===== src/rtl/id_ex_stage.sv =====
// -----------------------------------------------------------------------------
// id_ex_stage
//   ID/EX pipeline register with operand forwarding and load-use detection.
//   Captures the decoded instruction each cycle (unless stalled or flushed),
//   then builds the ALU operands combinationally from the registered state
//   and the EX/MEM and MEM/WB forwarding paths.
//
// Ports
//   clk, reset            : clock, synchronous active-high reset
//   stall, flush          : hold ID/EX / load a bubble (flush wins over stall)
//   id_*                  : decoded instruction, operands and control
//   exmem_*, memwb_*      : forwarding sources (regwrite, rd, result)
//   inputA, inputB, aluc  : ALU operands and function code
//   ex_valid, ex_rd,
//   ex_regwrite,
//   ex_memread            : registered EX-stage control
//   ex_store_data         : forwarded rt value for stores
//   load_use_hazard       : EX holds a load whose rd is needed by ID
// -----------------------------------------------------------------------------
module id_ex_stage #(
  parameter int DATA_W = 32,
  parameter int FUNC_W = 6
) (
  input  logic              clk,
  input  logic              reset,
  input  logic              stall,
  input  logic              flush,
  input  logic              id_valid,
  input  logic [DATA_W-1:0] id_rs_data,
  input  logic [DATA_W-1:0] id_rt_data,
  input  logic [DATA_W-1:0] id_imm,
  input  logic [4:0]        id_shamt,
  input  logic [4:0]        id_rs,
  input  logic [4:0]        id_rt,
  input  logic [4:0]        id_rd,
  input  logic [FUNC_W-1:0] id_aluc,
  input  logic              id_alusrc,
  input  logic              id_shift,
  input  logic              id_regwrite,
  input  logic              id_memread,
  input  logic              exmem_regwrite,
  input  logic [4:0]        exmem_rd,
  input  logic [DATA_W-1:0] exmem_result,
  input  logic              memwb_regwrite,
  input  logic [4:0]        memwb_rd,
  input  logic [DATA_W-1:0] memwb_result,
  output logic [DATA_W-1:0] inputA,
  output logic [DATA_W-1:0] inputB,
  output logic [FUNC_W-1:0] aluc,
  output logic              ex_valid,
  output logic [4:0]        ex_rd,
  output logic              ex_regwrite,
  output logic              ex_memread,
  output logic [DATA_W-1:0] ex_store_data,
  output logic              load_use_hazard
);

  localparam logic [FUNC_W-1:0] ALUC_ADD = FUNC_W'(6'b100000);

  // ID/EX state
  logic              valid_r;
  logic [DATA_W-1:0] rs_data_r;
  logic [DATA_W-1:0] rt_data_r;
  logic [DATA_W-1:0] imm_r;
  logic [4:0]        shamt_r;
  logic [4:0]        rs_r;
  logic [4:0]        rt_r;
  logic [4:0]        rd_r;
  logic [FUNC_W-1:0] aluc_r;
  logic              alusrc_r;
  logic              shift_r;
  logic              regwrite_r;
  logic              memread_r;

  logic [DATA_W-1:0] fwd_a_s;
  logic [DATA_W-1:0] fwd_b_s;

  // Forwarding select: EX/MEM beats MEM/WB; register 0 is never forwarded.
  function automatic logic [DATA_W-1:0] forward_sel(
    input logic [4:0]        src,
    input logic [DATA_W-1:0] raw,
    input logic              em_we,
    input logic [4:0]        em_rd,
    input logic [DATA_W-1:0] em_res,
    input logic              mw_we,
    input logic [4:0]        mw_rd,
    input logic [DATA_W-1:0] mw_res
  );
    logic [DATA_W-1:0] sel;
    if (em_we && (em_rd != 5'd0) && (em_rd == src)) begin
      sel = em_res;
    end else if (mw_we && (mw_rd != 5'd0) && (mw_rd == src)) begin
      sel = mw_res;
    end else begin
      sel = raw;
    end
    return sel;
  endfunction

  // Pipeline register: reset and flush both load the bubble (which is the
  // reset state), flush overriding stall; otherwise capture unless stalled.
  always_ff @(posedge clk) begin
    if (reset || flush) begin
      valid_r    <= 1'b0;
      rs_data_r  <= '0;
      rt_data_r  <= '0;
      imm_r      <= '0;
      shamt_r    <= 5'd0;
      rs_r       <= 5'd0;
      rt_r       <= 5'd0;
      rd_r       <= 5'd0;
      aluc_r     <= ALUC_ADD;
      alusrc_r   <= 1'b0;
      shift_r    <= 1'b0;
      regwrite_r <= 1'b0;
      memread_r  <= 1'b0;
    end else if (!stall) begin
      valid_r    <= id_valid;
      rs_data_r  <= id_rs_data;
      rt_data_r  <= id_rt_data;
      imm_r      <= id_imm;
      shamt_r    <= id_shamt;
      rs_r       <= id_rs;
      rt_r       <= id_rt;
      rd_r       <= id_rd;
      aluc_r     <= id_aluc;
      alusrc_r   <= id_alusrc;
      shift_r    <= id_shift;
      regwrite_r <= id_regwrite;
      memread_r  <= id_memread;
    end
  end

  // Forwarded operands and ALU input muxing, no extra cycle.
  always_comb begin
    fwd_a_s = forward_sel(rs_r, rs_data_r, exmem_regwrite, exmem_rd, exmem_result,
                          memwb_regwrite, memwb_rd, memwb_result);
    fwd_b_s = forward_sel(rt_r, rt_data_r, exmem_regwrite, exmem_rd, exmem_result,
                          memwb_regwrite, memwb_rd, memwb_result);
    if (shift_r) begin
      inputA = {{(DATA_W-5){1'b0}}, shamt_r};
    end else begin
      inputA = fwd_a_s;
    end
    if (alusrc_r) begin
      inputB = imm_r;
    end else begin
      inputB = fwd_b_s;
    end
    // Stores always need the real rt value, even when B carries the offset.
    ex_store_data = fwd_b_s;
  end

  // Load-use: a load in EX whose destination is a source of the ID instruction.
  always_comb begin
    load_use_hazard = valid_r & memread_r & (rd_r != 5'd0) &
                      ((rd_r == id_rs) | (rd_r == id_rt));
  end

  assign aluc        = aluc_r;
  assign ex_valid    = valid_r;
  assign ex_rd       = rd_r;
  assign ex_regwrite = regwrite_r;
  assign ex_memread  = memread_r;

endmodule


===== config.mk =====
export PLATFORM = sky130hd
export DESIGN_NAME = id_ex_stage
export DESIGN_NICKNAME = d
export VERILOG_FILES = /design/src/rtl/id_ex_stage.sv
export SDC_FILE = /design/constraint.sdc
export NUM_CORES = 1
export LEC_CHECK = 0
export BUFFER_PORTS_ARGS = -buffer_cell sky130_fd_sc_hd__buf_2
export CAP_MARGIN = 0
export CELL_PAD_IN_SITES_DETAIL_PLACEMENT = 0
export CELL_PAD_IN_SITES_GLOBAL_PLACEMENT = 1
export CORE_ASPECT_RATIO = 0.5
export CORE_MARGIN = 4
export CORE_UTILIZATION = 30
export CTS_CLUSTER_DIAMETER = 100
export DETAILED_ROUTE_END_ITERATION = 8
export PLACE_DENSITY = 0.74
export SYNTH_ARGS = -nofsm -noshare
export SYNTH_HDL_FRONTEND = slang
export SYNTH_SLANG_ARGS = --single-unit

===== constraint.sdc =====
create_clock -name clk -period 3.6 [get_ports clk]
set_input_delay 0.72 -clock clk [delete_from_list [all_inputs] [get_ports clk]]
set_output_delay 0.72 -clock clk [all_outputs]
set_load 0.05 [all_outputs]

* Yosys cells after proc, flatten, opt, wreduce, memory -nomap -nowiden
Cells that the tools add are included.
** Cells by class
- $add $sub $neg :: 0
- $mul :: 0
- Div/mod/pow operators :: 0
- $lt $le $gt $ge :: 0
- Equal/unequal tests :: 6
- Shift-type cells :: 0
- Muxes and demuxes :: 6
- Bitwise logic cells :: 4
- Reduce and logical (&&, ||, !) cells :: 10
** Operator list (number)
- two-way mux 32 bit :: 6
- equality test 5 bit :: 6
- nonzero test 5 bit :: 3
- logical AND 1 bit :: 6
- bitwise AND 1 bit :: 3
- logical OR 1 bit :: 1
- bitwise OR 1 bit :: 1
** Storage, ports and cells
- Bits in registers :: 127
- Latch bits :: 0
- Bits in writable memories :: 0
- Bits in read-only memories :: 0
- Bits of input ports :: 207
- Output and inout bits :: 111
- Logic and storage cells :: 39
- Memories :: 0

* Longest topological paths before layout
- Word-level depth :: 6
- Gate-level depth with buffers :: 7
- Gate-level depth less buffers :: 5

* Worst setup path before layout
OpenSTA, ideal clock, no wires.
- Kind :: input to output
- Start :: in memwb_rd[1]
- End :: out inputB[17]
- Data arrival time :: 3.269 ns
- Required time :: 2.880 ns
- Slack :: -0.389 ns
- Stages on the path :: 6
- Path buffers :: 1
- Path through :: or4_1 nor2_2 buf_6 o31ai_1 a31oi_1 mux2_2
** Between the ends
- Longest elaborated chain between the ends :: 6
- Elaborated cells between the ends (all ways) :: 7
- Those cells by class :: 1 x eq/ne; 3 x mux; 3 x reduce/logical
** RTL lines
- start, declared :: RTL line 45 : input logic [4:0] memwb_rd,
- nonzero test 5 bit :: RTL line 92 : end else if (mw_we && (mw_rd != 5'd0) && (mw_rd == src)) begin
- logical AND 1 bit :: RTL line 92
- logical AND 1 bit * :: RTL line 92
- two-way mux 32 bit * :: RTL line 92
- two-way mux 32 bit * :: RTL line 90 : if (em_we && (em_rd != 5'd0) && (em_rd == src)) begin
- via ex_store_data[17] :: RTL line 54 : output logic [DATA_W-1:0] ex_store_data,
- two-way mux 32 bit * :: RTL line 145 : if (alusrc_r) begin
- end, declared :: RTL line 48 : output logic [DATA_W-1:0] inputB,
Mark *: on every way through the listed nets, which the timed path passes. The rest lies on a longest branch.

* Worst setup path after layout
- Start :: in exmem_rd[1]
- End :: out inputB[10]
** Between the ends
- Longest elaborated chain between the ends :: 5
- Elaborated cells between the ends (all ways) :: 6
- Those cells by class :: 1 x eq/ne; 2 x mux; 3 x reduce/logical
** RTL lines
- start, declared :: RTL line 42 : input logic [4:0] exmem_rd,
- nonzero test 5 bit :: RTL line 90
- logical AND 1 bit :: RTL line 90
- logical AND 1 bit * :: RTL line 90
- two-way mux 32 bit * :: RTL line 90
- two-way mux 32 bit * :: RTL line 145
Mark *: on every way between the ends. The rest lies on a longest branch, timed or not.

==> impl_metrics.env <==
export IMPL_peakVddDrop_mv=0.237
export IMPL_cap_violations=0
export IMPL_grt_max_degree=74
export IMPL_cts_sinks=127
export IMPL_start_util_pct=30.8
export IMPL_post_route_drc_count=0
export IMPL_synth_top_area_share_pct=34.1
export IMPL_die_area_um2=27600
export IMPL_clockRootBuffer="clkbuf_16"
export IMPL_path_cells="buf_2 > or4_1 > o211ai_4 > or2_4 > buf_12 > a31oi_4 > mux2_2 > clkbuf_4"
export IMPL_gr_usage_all_layers_pct=21.3
export IMPL_post_synth_inst_count=844
export IMPL_maxSlewViolCount=0
export IMPL_worst_path_max_delay_cell="or4_1"
export IMPL_period_share_pct=98.4
export IMPL_register_area_um2=2550
export IMPL_io_pins=318
export IMPL_vias_per_cell=5.10
export IMPL_clk_pin_slew_worst_paths_ns=0.06
export IMPL_cp_start_kind="input port"
export IMPL_fin_cells=1492
export IMPL_rows=40
export IMPL_clock_fmax_mhz=282
export IMPL_synth_top_cells_by_count="159 x nor2_1, 158 x mux2i_1, 127 x dfxtp_1"
export IMPL_layout_setup_ws_ns=0.0577
export IMPL_worstMarginPinSlew_ns=1.06
export IMPL_synth_avg_cell_area_um2=8.85
export IMPL_grt_first_pass_wirelength_um=45400
export IMPL_drtIter0Drc=428
export IMPL_synth_ff_type="dfxtp_1"
export IMPL_final_util_pct=45.2
export IMPL_preCtsSetupSlack_ns=-0.0294
export IMPL_rsz0062_at_grt="false"
export IMPL_cp_top_family="simple AND/OR/NAND/NOR gates"
export IMPL_final_area_um2=11000
export IMPL_placed_cells=1453
export IMPL_synth_yosys_seq_area_share_pct=34.1
export IMPL_first_pass_iters=5
export IMPL_critPathMaxFanout=16
export IMPL_synth_edff_count=0
export IMPL_crit_required_ns=2.88
export IMPL_endpoint_kind="output port"
export IMPL_area_growth_pct=46.7
export IMPL_place_area_um2=10200
export IMPL_yosysTopAreaCell="dfxtp_1"
export IMPL_cp_depth=8
export IMPL_die_y_um=120
export IMPL_dpl_hpwl_um=22200
export IMPL_slew_headroom_pct=29.1
export IMPL_syn_num_nets=1051
export IMPL_clk_latency_ns=0.42
export IMPL_synth_area_leaders="dfxtp_1 34%, mux2i_1 21%, nor2_1 8.0%, o31ai_2 4.7%, mux2_2 4.5%"
export IMPL_ys_warn_count=0
export IMPL_hold_class="reg -> reg"
export IMPL_cts_made_buffers=17
export IMPL_cts_buffer_depth=2
export IMPL_r2r_cells=3
export IMPL_path_class="in -> out"
export IMPL_critPathMaxStageDelay_ns=0.60
export IMPL_fin_skew_ns=0
export IMPL_whs_path_depth=1
export IMPL_routedWlPerCell_um=20.5
export IMPL_synth_most_common_cell="nor2_1"
export IMPL_multi_input_area_um2=5160
export IMPL_coreArea_um2=24200
export IMPL_synth_seq_cells=127
export IMPL_synthArstFlopShare_pct=0
export IMPL_htreeDepth=4
export IMPL_route_vias_total=7602
export IMPL_synthDistinctLibCells=39
export IMPL_grt_overflow=0
export IMPL_numPortBuffers=317
export IMPL_grt_pass1_vias=7559
export IMPL_setup_viol=0
export IMPL_regToRegStartpoint="shift_r$_SDFFE_PP0N_"
export IMPL_globalplace_congestion=0.879
export IMPL_drtAntennaViolNets=0
export IMPL_routed_wl_um=30500
export IMPL_holdBufCountCts=0
export IMPL_min_delay_start="aluc[5]$_SDFFE_PP1N_"
export IMPL_drive_gt1_share_pct=46.3
export IMPL_powerDensity_nw_per_um2=399
export IMPL_leakagePower_nw=4.79
export IMPL_antenna_found_initial=1
export IMPL_critPathLaunch="exmem_rd[1]"
export IMPL_fin_nets=1350
export IMPL_hold_viol_final=0
export IMPL_die_w_um=231
export IMPL_cts_tree="done"
export IMPL_fillers=2399
export IMPL_synth_area_um2=7470
export IMPL_critPathBufInv=3
export IMPL_outcome="finished clean"
export IMPL_fin_crit_ns=3.54
export IMPL_cp_arrival_ns=2.82
[worst reg2reg max path, delay by kind of cell (launching register included)]
| kind | cells | cell delay, ns |
|---|---|---|
| mux | 1 | 0.16 |
| simple gates | 1 | 0.12 |
| buf+inv | 1 | 0.52 |
| flops | 1 | 0.53 |
[cell usage in the layout, fill, tap and decap left out, drive strengths merged, types with 31 or more instances in the layout]
cell type	instances
buf	359
nor2	160
mux2i	158
dfxtp	127
nor3	36
o31ai	34
nand2	32
nand3	32
nor4	31
[state kept, by name, summed over array words and instances, names as in the netlist]
signal / cells
rs_data_r: 32
ex_valid: 1
shamt_r: 5
alusrc_r: 1
aluc: 6
rs_r: 5
ex_rd: 5
rt_data_r: 32
ex_memread: 1
shift_r: 1
ex_regwrite: 1
rt_r: 5
imm_r: 32
[layer usage]
layer  vias up  routed length (um)  track usage [%]
met5         -                   0                0
met4         0                 621             6.30
met3        36                1370             4.13
met2       233               15000             36.1
met1      3700               13500             27.7
li1       3633                   -                -
[repair_timing]
action                     in CTS  in global routing
pin swaps                       0                  3
gates cloned                    0                  1
setup endpoints to repair       5                 46
buffers inserted                0                  6
gates resized for setup         6                 15
[per-stage QoR]
stage	setup TNS [ns]	power, W	hold WS [ns]
5_1_grt	0	0.00454	0.499
4_1_cts	-0.00521	0.00440	0.473
3_3_place_gp	-0.0479	0.00245	0.444
3_5_place_dp	-0.0663	0.00246	0.457
6_report	0	0.00437	0.473
2_1_floorplan	-0.586	0.00212	0.454
[power by group]
| group | internal, W | switching (W) |
|---|---|---|
| Clock | 0.00125 | 0.000670 |
| Sequential | 0.00145 | 0.0000411 |
| Combinational | 0.000341 | 0.000612 |
[kinds of logic (layout without fill, tap and decap cells)]
kind of cell              count (synthesis)  after routing  synth area share [%]
and+or+nand+nor                         306            306                  18.5
AOI/OAI and AO/OA                       105            105                  12.9
xor gates and xnor gates                 30             30                  3.52
buffers and inverters                    88            399                  5.38
muxes                                   188            188                  25.7
other                                     0              1                     0
DFF                                     127            127                  34.1
[layout make-up]
class / instances / share of cell area [%]
multi-input cells: 629 / 47.1
diodes: 1 / 0.0228
inverters: 3 / 0.103
well taps: 336 / 3.84
flip-flops and latches: 127 / 23.2
repair buffers: 365 / 19.8
clock inverters: 12 / 1.74
clock buffers: 19 / 4.13
[final timing paths]
check | to | slack [ns]
max reg2reg | shift_r$_SDFFE_PP0N_ | 2.19
min | aluc[5]$_SDFFE_PP1N_ | 0.47
min reg2reg | aluc[5]$_SDFFE_PP1N_ | 0.47
max | inputB[10] | 0.06
(Power assumes the default switching activity.)
